File: src/rtl/reg_bank_pkg.sv
// Shared types for the register bank controller: command opcodes, FSM states.
// Optional build macro REG_BANK_ZERO_R0_EN is consumed by reg_bank_storage.
package reg_bank_pkg;

   localparam int OP_W = 2;

   typedef enum logic [OP_W-1:0] {
      OP_NOP  = 2'b00,
      OP_LOAD = 2'b01,
      OP_MOVE = 2'b10,
      OP_SWAP = 2'b11
   } cmd_op_e;

   typedef enum logic {
      ST_IDLE,
      ST_SWAP2
   } state_e;

endpackage

File: src/rtl/reg_bank_storage.sv
// Register array: async reset, one write port, three combinational read ports.
// Define REG_BANK_ZERO_R0_EN to hardwire R[0] to zero.
module reg_bank_storage #(
   parameter int WIDTH = 16,
   parameter int NREGS = 8,
   localparam int AW = $clog2(NREGS)
) (
   input  logic             clk,
   input  logic             rst,
   input  logic             wr_en,
   input  logic [AW-1:0]    wr_addr,
   input  logic [WIDTH-1:0] wr_data,
   input  logic [AW-1:0]    src_addr,
   input  logic [AW-1:0]    dst_addr,
   input  logic [AW-1:0]    rd_addr,
   output logic [WIDTH-1:0] src_data,
   output logic [WIDTH-1:0] dst_data,
   output logic [WIDTH-1:0] rd_data
);

   logic [WIDTH-1:0] regs [NREGS];

   always_ff @(posedge clk or posedge rst) begin
      if (rst) begin
         for (int unsigned i = 0; i < NREGS; i++) begin
            regs[i] <= '0;
         end
      end else begin
`ifdef REG_BANK_ZERO_R0_EN
         // R[0] stays at its reset value of zero, so reads need no masking
         if (wr_en && (wr_addr != '0)) begin
            regs[wr_addr] <= wr_data;
         end
`else
         if (wr_en) begin
            regs[wr_addr] <= wr_data;
         end
`endif
      end
   end

   assign src_data = regs[src_addr];
   assign dst_data = regs[dst_addr];
   assign rd_data  = regs[rd_addr];

endmodule

File: src/rtl/reg_bank_ctrl.sv
// Register bank command controller: LOAD/MOVE/SWAP over valid/ready, one write per edge.
// Honours REG_BANK_ZERO_R0_EN through reg_bank_storage.
module reg_bank_ctrl
   import reg_bank_pkg::*;
#(
   parameter int WIDTH = 16,
   parameter int NREGS = 8,
   localparam int AW = $clog2(NREGS)
) (
   input  logic             clk,
   input  logic             rst,
   input  logic             cmd_valid,
   output logic             cmd_ready,
   input  logic [1:0]       cmd_op,
   input  logic [AW-1:0]    cmd_src,
   input  logic [AW-1:0]    cmd_dst,
   input  logic [WIDTH-1:0] cmd_data,
   input  logic [AW-1:0]    rd_addr,
   output logic [WIDTH-1:0] rd_data,
   output logic [WIDTH-1:0] out,
   output logic             done,
   output logic             busy
);

   state_e           state, state_nx;
   cmd_op_e          op;
   logic [WIDTH-1:0] tmp;
   logic [AW-1:0]    swap_dst;
   logic [WIDTH-1:0] src_data, dst_data;
   logic             wr_en;
   logic [AW-1:0]    wr_addr;
   logic [WIDTH-1:0] wr_data;
   logic             tmp_we, out_we, cmpl;

   assign op        = cmd_op_e'(cmd_op);
   assign cmd_ready = (state == ST_IDLE);

   reg_bank_storage #(
      .WIDTH (WIDTH),
      .NREGS (NREGS)
   ) u_storage (
      .clk      (clk),
      .rst      (rst),
      .wr_en    (wr_en),
      .wr_addr  (wr_addr),
      .wr_data  (wr_data),
      .src_addr (cmd_src),
      .dst_addr (cmd_dst),
      .rd_addr  (rd_addr),
      .src_data (src_data),
      .dst_data (dst_data),
      .rd_data  (rd_data)
   );

   always_comb begin
      state_nx = state;
      wr_en    = 1'b0;
      wr_addr  = cmd_dst;
      wr_data  = cmd_data;
      tmp_we   = 1'b0;
      out_we   = 1'b0;
      cmpl     = 1'b0;
      case (state)
         ST_IDLE: begin
            if (cmd_valid) begin
               case (op)
                  OP_NOP: cmpl = 1'b1;
                  OP_LOAD: begin
                     wr_en  = 1'b1;
                     out_we = 1'b1;
                     cmpl   = 1'b1;
                  end
                  OP_MOVE: begin
                     wr_en   = 1'b1;
                     wr_data = src_data;
                     out_we  = 1'b1;
                     cmpl    = 1'b1;
                  end
                  OP_SWAP: begin
                     // src==dst collapses to a single-cycle MOVE
                     if (cmd_src == cmd_dst) begin
                        wr_en   = 1'b1;
                        wr_data = src_data;
                        out_we  = 1'b1;
                        cmpl    = 1'b1;
                     end else begin
                        wr_en    = 1'b1;
                        wr_addr  = cmd_src;
                        wr_data  = dst_data;
                        tmp_we   = 1'b1;
                        state_nx = ST_SWAP2;
                     end
                  end
               endcase
            end
         end
         ST_SWAP2: begin
            wr_en    = 1'b1;
            wr_addr  = swap_dst;
            wr_data  = tmp;
            out_we   = 1'b1;
            cmpl     = 1'b1;
            state_nx = ST_IDLE;
         end
      endcase
   end

   always_ff @(posedge clk or posedge rst) begin
      if (rst) begin
         state    <= ST_IDLE;
         tmp      <= '0;
         swap_dst <= '0;
         out      <= '0;
         done     <= 1'b0;
         busy     <= 1'b0;
      end else begin
         state <= state_nx;
         done  <= cmpl;
         busy  <= (state_nx == ST_SWAP2);
         if (tmp_we) begin
            tmp      <= src_data;
            swap_dst <= cmd_dst;
         end
         if (out_we) begin
            out <= wr_data;
         end
      end
   end

endmodule

File: config.mk
export PLATFORM = sky130hd
export DESIGN_NAME = reg_bank_ctrl
export DESIGN_NICKNAME = d
export VERILOG_FILES = /design/src/rtl/reg_bank_pkg.sv /design/src/rtl/reg_bank_storage.sv /design/src/rtl/reg_bank_ctrl.sv
export SDC_FILE = /design/constraint.sdc
export NUM_CORES = 1
export LEC_CHECK = 0
export BUFFER_PORTS_ARGS = -buffer_cell sky130_fd_sc_hd__buf_2
export CAP_MARGIN = 5
export CORE_ASPECT_RATIO = 0.9
export CORE_UTILIZATION = 40
export DETAILED_ROUTE_END_ITERATION = 8
export GPL_ROUTABILITY_DRIVEN = 0
export PLACE_DENSITY_LB_ADDON = 0.3
export SYNTH_ARGS = -nofsm -noshare
export SYNTH_HDL_FRONTEND = slang
export SYNTH_SLANG_ARGS = --single-unit
File: constraint.sdc
create_clock -name clk -period 8.05 [get_ports clk]
set_input_delay 1.61 -clock clk [delete_from_list [all_inputs] [get_ports clk]]
set_output_delay 1.61 -clock clk [all_outputs]
set_load 0.005 [all_outputs]
==> summary.txt, run 1 <==
Status = finished, final reports clean
Non-filler cells, final = 1127
Skew final = 12.28 ps
MaxCap Viol Count = 0
Reg power frac = 0.432
Syn Std Cell Area = 9978 sq um
Commonest non-fill, non-tap cells in the layout = mux2_2 (177), dfrtp_1 (164), mux4_2 (68)
Crit-path max FO = 32
Post-CTS setup buffers = 0
# placed instances = 1095
Die area = 25580 sq um
Global route overflow = 0
Fin Hold WS = 483.9 ps
Syn avg cell area = 13.48 sq um
CTS tree = done
Tightest Hold Check Type = register to register
Clk_lat worst skew = 430 ps
Slew Viols, Final = 0
Die Span X = 168.5 um
Vias in the first global route = 6739
Initial Util = 0.4091
VDD IR-drop max = 0.1498 mV
PortBufs = 64
Critical Path RT = 6440 ps
Vias/cell = 6.062
Clock power frac = 0.233
Gr usage total = 0.2262
Crit path DAT = 3430 ps
Slew margin rel. = 0.3140
PostCTS Resize Cnt = 0
CORE AREA = 24390 sq um
Unique masters post-synth = 43
Setup CP Type = input pin to output port
Syn nets = 773
Combinational share of power = 0.336
Min cycle time layout = 5042 ps
Clock transition at the registers of the reported paths = 60 ps
Via Count = 6832
Synth async-reset ratio = 1.000
Placement row count = 54
Number of flops mapped to enable cells by yosys = 0
First-pass GRT wire length = 43150 um
Setup TNS = 0 ps
Routed WL = 27660 um
Leakage = 4.695 nW
Area Growth Syn to Fin = 11.45%
Hpwl dp = 17220 um
Layout net count = 811
RSZ-0062 raised after global routing = false
Detailed Routing Iterations Pass 1 = 8
Clk buf depth = 2
PwrDens = 316.5 nW/um^2
Antenna diodes = 0
Maximum clock frequency = 0.1983 GHz
Switching part of the total = 0.3218
Initial antenna violation count = 0
Commonest non-fill, non-tap cell in the layout = mux2_2
Final worst path period share = 0.6263
Setup crit start kind = input pin
CTS Hold Buffers Added = 0
# DRC = 0
#FFs+latches synth = 165
Die Height = 151.8 um
DR WL/cell = 24.54 um
Fraction of layout cells with a size suffix above 1 = 0.5006
Register area share after synthesis = 0.4138
Count of boundary I/O pins = 65
Critical path capture point type = output port
Maximum number of pins on one net before global-route repair = 71
P_sw = 0.001133 W
Top_reg_cell synth = dfrtp_1
Final number of setup-violating endpoints = 0
CTS root buffer = clkbuf_16
Post-Synthesis Cells = 740
YS warnings = 0
CTS buffer count = 17
Antenna viol nets, final = 0
Final Hold Viols = 0
Cell Int Power = 0.002387 W
Htree depth = 4
Clock sinks = 165
DRT iter0 DRCs = 644
Slew @ Worst Pin = 1029 ps
[critical path, cell delays in order]
cell,delay (ps)
buf_2,760
mux4_2,630
mux2_2,280
buf_2,130
[logic make-up (layout without fill, tap and decap cells)]
family,after synthesis,after routing,share of synthesized area
mux,293,293,0.4073
flops,165,165,0.4138
simple gates,104,104,0.04940
compound gates,100,100,0.08564
buf+inv,69,120,0.03486
xor+xnor,6,6,0.005267
fa+ha+maj,3,3,0.003762
[per-layer routing]
layer / vias to the layer above / wire [um] / track usage
li1: 2963 / - / -
met1: 3580 / 13170 / 0.3383
met2: 258 / 12360 / 0.3365
met3: 31 / 1683 / 0.04585
met4: 0 / 447 / 0.05455
met5: - / 0 / 0
[cell usage after synthesis (all sizes together) (3+ instances only)]
master / count / area share
mux2: 191 / 0.22
a22oi: 13 / 0.0098
clkbuf: 27 / 0.010
xor2: 3 / 0.0026
mux2i: 34 / 0.034
or4: 12 / 0.0090
nor2: 18 / 0.0075
dfrtp: 165 / 0.41
nand2: 56 / 0.021
nand2b: 7 / 0.0044
ha: 3 / 0.0038
mux4: 68 / 0.15
o21ai: 19 / 0.0095
xnor2: 3 / 0.0026
o221ai: 4 / 0.0060
inv: 6 / 0.0023
o211ai: 12 / 0.015
a32oi: 13 / 0.011
o22a: 16 / 0.014
buf: 36 / 0.022
o22ai: 12 / 0.0075
[layout make-up]
class | count | area (sq um)
timing repair buffer | 82 | 457.9
sequential | 165 | 4130
multi-input combinational | 506 | 5510
inverter | 6 | 27.53
clock buffer | 21 | 460.4
fill | 2192 | 13270
clock inverter | 11 | 113.9
tap | 336 | 420.4
[stage by stage]
step / power [W] / setup WS, ps / util / instance area [sq um]
final: 0.003520 / 3008 / 0.4559 / 11120
after global routing: 0.003721 / 2927 / 0.4559 / 11120
after CTS: 0.003526 / 3009 / 0.4559 / 11120
after detailed placement: 0.002703 / 3013 / 0.4324 / 10550
after global placement: 0.002672 / 2999 / 0.4324 / 10550
after floorplan: 0.002361 / 1978 / - / 9978
[registers in the layout (all words and copies together) (netlist names)]
signal,flops
u_storage.regs,128
out,16
tmp,16
swap_dst,3
done,1
state,1
[power by group through the flow]
| stage | combinational (W) | sequential (W) | clock [W] |
|---|---|---|---|
| floorplan | 0.000949 | 0.00141 | 0 |
| global placement | 0.00117 | 0.00151 | 0 |
| detailed placement | 0.00118 | 0.00152 | 0 |
| CTS | 0.00119 | 0.00151 | 0.000829 |
| global route | 0.00128 | 0.00158 | 0.000862 |
| finish | 0.00118 | 0.00152 | 0.000819 |
[worst paths after layout]
kind                       slack, ps  depth (start not counted)            endpoint       start
max in group asynchronous       5540                          3              tmp[5]         rst
min in group asynchronous       1290                          2              out[4]         rst
max                             3010                          4         rd_data[12]  rd_addr[1]
min reg2reg                      480                          2              tmp[5]      tmp[5]
max reg2reg                     4690                          6  u_storage.regs[87]       state
min                              480                          2              tmp[5]      tmp[5]
No activity file was read; power rests on OpenSTA's default activity.
==> inputs of run 2 (changes only) <==
==> constraint.sdc (replaced) <==
create_clock -name clk -period 4.5 [get_ports clk]
set_input_delay 0.9 -clock clk [delete_from_list [all_inputs] [get_ports clk]]
set_output_delay 0.9 -clock clk [all_outputs]
set_load 0.005 [all_outputs]
==> summary.txt, run 2 (synthesized netlist as in run 1, its figures left out) <==
Count of boundary I/O pins = 65 (unchanged)
Reg2reg setup slack = 1520 ps (-3170 ps)
Setup CP Type = input pin to output port
Commonest non-fill, non-tap cell in the layout = mux2_2
Biggest regs = u_storage.regs (128), out (16), tmp (16)
PostCTS Resize Cnt = 0 (unchanged)
Htree depth = 4 (unchanged)
VDD IR-drop max = 0.3149 mV (+110%)
Hpwl dp = 18130 um (+5.3%)
Maximum clock frequency = 0.2837 GHz
Family with the most delay on the worst path = buffers and inverters
R2r startpoint = state
Initial antenna violation count = 0 (unchanged)
Die area = 25580 sq um (unchanged)
Clk_lat worst skew = 430 ps (about the same)
Tightest Hold Check Type = register to register
Crit path DAT = 2620 ps (-810 ps)
Detailed Routing Iterations Pass 1 = 5 (-3)
First-pass GRT wire length = 44040 um (+2.0%)
Min cycle time layout = 3525 ps
R2R Path End = u_storage.regs[47]
RSZ-0062 raised after global routing = false
Hold path depth = 2 (unchanged)
Slew Viols, Final = 0 (unchanged)
R2R depth = 6 (unchanged)
Fin Hold WS = 479.4 ps (-4.484 ps)
CTS root buffer = clkbuf_16
Final Hold Viols = 0 (unchanged)
DRT iter0 DRCs = 616 (-4.3%)
Gr usage total = 0.2324 (+0.006150)
Die Height = 151.8 um (unchanged)
Crit-path max FO = 14 (-56%)
Final number of setup-violating endpoints = 0 (unchanged)
CORE AREA = 24390 sq um (unchanged)
Clk buf depth = 2 (unchanged)
Hold Crit Start = swap_dst[2]
Vias in the first global route = 6947 (+3.1%)
Count of fill cells added during filler insertion = 2245 (+2.4%)
Vias/cell = 6.105 (+0.70%)
Setup TNS = 0 ps (unchanged)
Fraction of layout cells with a size suffix above 1 = 0.5050 (+0.004355)
Max FFs per register = 128 (unchanged)
Final worst slack = 975.0 ps (-2033 ps)
Reg with most FFs = u_storage.regs
Area Growth Syn to Fin = 12.43%
Skew final = 11.91 ps (-0.3705 ps)
Slew margin rel. = 0.3735 (+0.05948)
Placement row count = 54 (unchanged)
CTS Hold Buffers Added = 0 (unchanged)
Global route overflow = 0 (unchanged)
DR WL/cell = 24.94 um (+1.6%)
Worst path cell trace = buf_2, buf_4, mux4_2, mux2_2, buf_2
CP most frequent cell = buf_2
Setup crit start kind = input pin
Max incr delay on CP = 520 ps (-240 ps)
Via Count = 6947 (+1.7%)
Final core utilization = 0.4599 (+0.004001)
Slew @ Worst Pin = 939.7 ps (-89.22 ps)
Critical path capture point type = output port
Antenna viol nets, final = 0 (unchanged)
Leakage = 4.738 nW (+0.92%)
Slowest cell on crit path = mux4_2
Status = finished, final reports clean
Layout net count = 822 (+1.4%)
Antenna diodes = 0 (unchanged)
Critical Path RT = 3600 ps (-2840 ps)
Final worst path period share = 0.7833
CTS buffer count = 17 (unchanged)
Clock transition at the registers of the reported paths = 60 ps (about the same)
PortBufs = 64 (unchanged)
PwrDens = 556.7 nW/um^2 (+76%)
WP buf/inv = 3 (+1)
Die Span X = 168.5 um (unchanged)
CTS tree = done
Hold endpoint = swap_dst[2]
MaxCap Viol Count = 0 (unchanged)
Routed WL = 28380 um (+2.6%)
# DRC = 0 (unchanged)
Commonest non-fill, non-tap cells in the layout = mux2_2 (177), dfrtp_1 (164), mux4_2 (68)
Initial Util = 0.4091 (unchanged)
Post-CTS setup buffers = 0 (unchanged)
Post-Place Setup Slack = 924.1 ps (-2089 ps)
Maximum number of pins on one net before global-route repair = 75 (+5.6%)
Clock sinks = 165 (unchanged)
[run 2: worst max path at each step]
stage	startpoint	to	slack, ps	cells past startpoint
2_1_floorplan	rd_addr[0]	rd_data[0]	1110	4
3_3_place_gp	rd_addr[0]	rd_data[13]	960	5
3_5_place_dp	cmd_dst[2]	swap_dst[0]	920	6
4_1_cts	rd_addr[0]	rd_data[6]	930	5
5_1_grt	rd_addr[0]	rd_data[6]	840	5
6_report	rd_addr[0]	rd_data[8]	980	5
[run 2: stage by stage]
step | cells | power [W] | cell area [sq um]
2_1_floorplan | 740 | 0.004224 | 9982
3_3_place_gp | 1106 | 0.004802 | 10660
3_5_place_dp | 1106 | 0.004856 | 10660
4_1_cts | 1138 | 0.006264 | 11220
5_1_grt | 1138 | 0.006628 | 11220
6_report | 1138 | 0.006245 | 11220
[run 2: area by class of cell]
type | instances | area (sq um) | area share
Clock buffer | 21 | 450.4 | 0.04015
Clock inverter | 11 | 105.1 | 0.009369
Inverter | 6 | 26.28 | 0.002342
Multi-Input combinational cell | 506 | 5508 | 0.4910
Sequential cell | 165 | 4130 | 0.3682
Tap cell | 336 | 420.4 | 0.03747
Timing Repair Buffer | 93 | 578.1 | 0.05153
[run 2: where the power goes]
part,internal [W],switching (W)
Combinational,0.00135,0.000773
Sequential,0.00213,0.000604
Clock,0.000778,0.000616
Total,0.00425,0.00199
[run 2: tightest hold or removal path, stage by stage, from the launching register on]
cell and delay [ps]:
dfrtp_1 340, nand2_1 50, o21ai_0 60
[run 2: layer usage]
| metal | vias up | share of wire | global-route usage |
|---|---|---|---|
| li1 | 2984 | - | - |
| met1 | 3656 | 0.47 | 0.3504 |
| met2 | 262 | 0.44 | 0.3327 |
| met3 | 45 | 0.064 | 0.04715 |
| met4 | 0 | 0.022 | 0.07662 |
| met5 | - | 0 | 0 |
==> inputs of run 3 (changes only) <==
==> constraint.sdc (replaced) <==
create_clock -name clk -period 3 [get_ports clk]
set_input_delay 0.6 -clock clk [delete_from_list [all_inputs] [get_ports clk]]
set_output_delay 0.6 -clock clk [all_outputs]
set_load 0.005 [all_outputs]
==> summary.txt, run 3 (synthesized netlist as in run 1, its figures left out) <==
Biggest regs = u_storage.regs (128), out (16), tmp (16)
Combinational share of power = 0.342 (+0.002)
Clock transition at the registers of the reported paths = 60 ps (about the same)
Die Height = 151.8 um (unchanged)
CTS buffer count = 17 (unchanged)
Switching part of the total = 0.3170 (-0.002079)
PwrDens = 832.7 nW/um^2 (+50%)
DR WL/cell = 23.89 um (-4.2%)
Crit path DAT = 2010 ps (-610 ps)
MaxCap Viol Count = 0 (unchanged)
Multi-input gate area = 5508 sq um (unchanged)
Initial Util = 0.4091 (unchanged)
Clk_lat worst skew = 430 ps (about the same)
Antenna diodes = 0 (unchanged)
Sequential cell area = 4130 sq um (unchanged)
Layout net count = 851 (+3.5%)
Final Hold Viols = 0 (unchanged)
Initial antenna violation count = 0 (unchanged)
Reg power frac = 0.422 (-0.015)
Critical path capture point type = output port
Status = finished, final reports clean
Placement row count = 54 (unchanged)
PortBufs = 64 (unchanged)
Count of boundary I/O pins = 65 (unchanged)
Commonest non-fill, non-tap cell in the layout = mux2_2
Critical Path RT = 2400 ps (-1200 ps)
PostCTS Resize Cnt = 0 (unchanged)
Die area = 25580 sq um (unchanged)
Antenna viol nets, final = 0 (unchanged)
Cell Int Power = 0.006593 W (+55%)
# placed instances = 1135 (+2.6%)
Slew @ Worst Pin = 886.7 ps (-53.01 ps)
CTS Hold Buffers Added = 0 (unchanged)
Gr usage total = 0.2268 (-0.005556)
Fraction of layout cells with a size suffix above 1 = 0.5235 (+0.01848)
Die Span X = 168.5 um (unchanged)
Setup CP Type = input pin to output port
Vias/cell = 5.977 (-2.1%)
Count of fill cells added during filler insertion = 2164 (-3.6%)
Final worst path period share = 0.8700
CTS root buffer = clkbuf_16
Clock power frac = 0.236 (+0.013)
Tightest Hold Check Type = input pin to asynchronous set/reset pin
Commonest non-fill, non-tap cells in the layout = mux2_2 (177), dfrtp_1 (164), mux4_2 (68)
DRT iter0 DRCs = 646 (+4.9%)
Final core utilization = 0.4753 (+0.01539)
# DRC = 0 (unchanged)
Min cycle time layout = 2610 ps
Maximum clock frequency = 0.3831 GHz
Slew margin rel. = 0.4062 (+0.03266)
Detailed Routing Iterations Pass 1 = 5 (unchanged)
Slew Viols, Final = 0 (unchanged)
Setup crit start kind = input pin
CTS tree = done
RSZ-0062 raised after global routing = false
Area Growth Syn to Fin = 16.19%
Maximum number of pins on one net before global-route repair = 59 (-21%)
Via Count = 6975 (+0.40%)
Post-CTS setup buffers = 0 (unchanged)
Global route overflow = 0 (unchanged)
Clock sinks = 165 (unchanged)
P_sw = 0.003061 W (+54%)
Final number of setup-violating endpoints = 0 (unchanged)
Clk buf depth = 2 (unchanged)
VDD IR-drop max = 0.4161 mV (+32%)
Reg with most FFs = u_storage.regs
Crit-path max FO = 32 (+18)
Max FFs per register = 128 (unchanged)
Skew final = 10.33 ps (-1.587 ps)
First-pass GRT wire length = 43250 um (-1.8%)
Vias in the first global route = 6950 (+0.043%)
Htree depth = 4 (unchanged)
Setup TNS = 0 ps (unchanged)
Non-filler cells, final = 1167 (+2.5%)
Hpwl dp = 18620 um (+2.7%)
CORE AREA = 24390 sq um (unchanged)
Routed WL = 27890 um (-1.7%)
Leakage = 4.944 nW (+4.4%)
==> run 3: worst max-delay path: stages <==
cell and delay [ps]:
buf_2 100, buf_12 270, mux4_2 570, mux2_2 310, buf_2 140
==> run 3: layout make-up <==
cell class	count	share of cell area
multi-input combinational	506	0.4751
sequential	165	0.3562
timing repair buffer	122	0.07835
clock buffer	20	0.03853
tap	336	0.03626
clock inverter	12	0.01327
inverter	6	0.002266
==> run 3: per-stage QoR <==
step           cell area, sq um  worst slack [ps]  hold WS, ps  total power, W
2_1_floorplan              9982             214.0        442.4        0.006337
3_3_place_gp              10990             161.1        458.1        0.007264
3_5_place_dp              10990             59.27        470.3        0.007358
4_1_cts                   11590             367.0        236.6        0.009656
5_1_grt                   11590             326.2        264.0         0.01018
6_report                  11590             390.0        235.9        0.009654
==> run 3: worst paths after layout <==
path | startpoint | to | slack, ps | cells past startpoint
worst max register to register | state | u_storage.regs[3] | 500 | 6
min in group clk | cmd_valid | done | 470 | 3
worst max-delay path | rd_addr[0] | rd_data[12] | 390 | 5
worst min register to register | swap_dst[2] | swap_dst[2] | 480 | 2
max in group asynchronous | rst | u_storage.regs[30] | 2060 | 3
worst min-delay path | rst | u_storage.regs[51] | 240 | 2
==> run 3: layer usage <==
layer | part of all wire | wire length (um) | track usage
met1 | 0.46 | 12890 | 0.3347
met2 | 0.46 | 12700 | 0.3361
met3 | 0.065 | 1805 | 0.04637
met4 | 0.018 | 497 | 0.06797
met5 | 0 | 0 | 0
==> run 3: power by group through the flow <==
stage	Combinational (W)	Clock (W)	Sequential [W]
after global placement	0.00324	0	0.00403
after CTS	0.00331	0.00231	0.00404
after global routing	0.00356	0.00240	0.00422
after floorplan	0.00255	0	0.00379
final	0.00330	0.00228	0.00407
after detailed placement	0.00329	0	0.00407
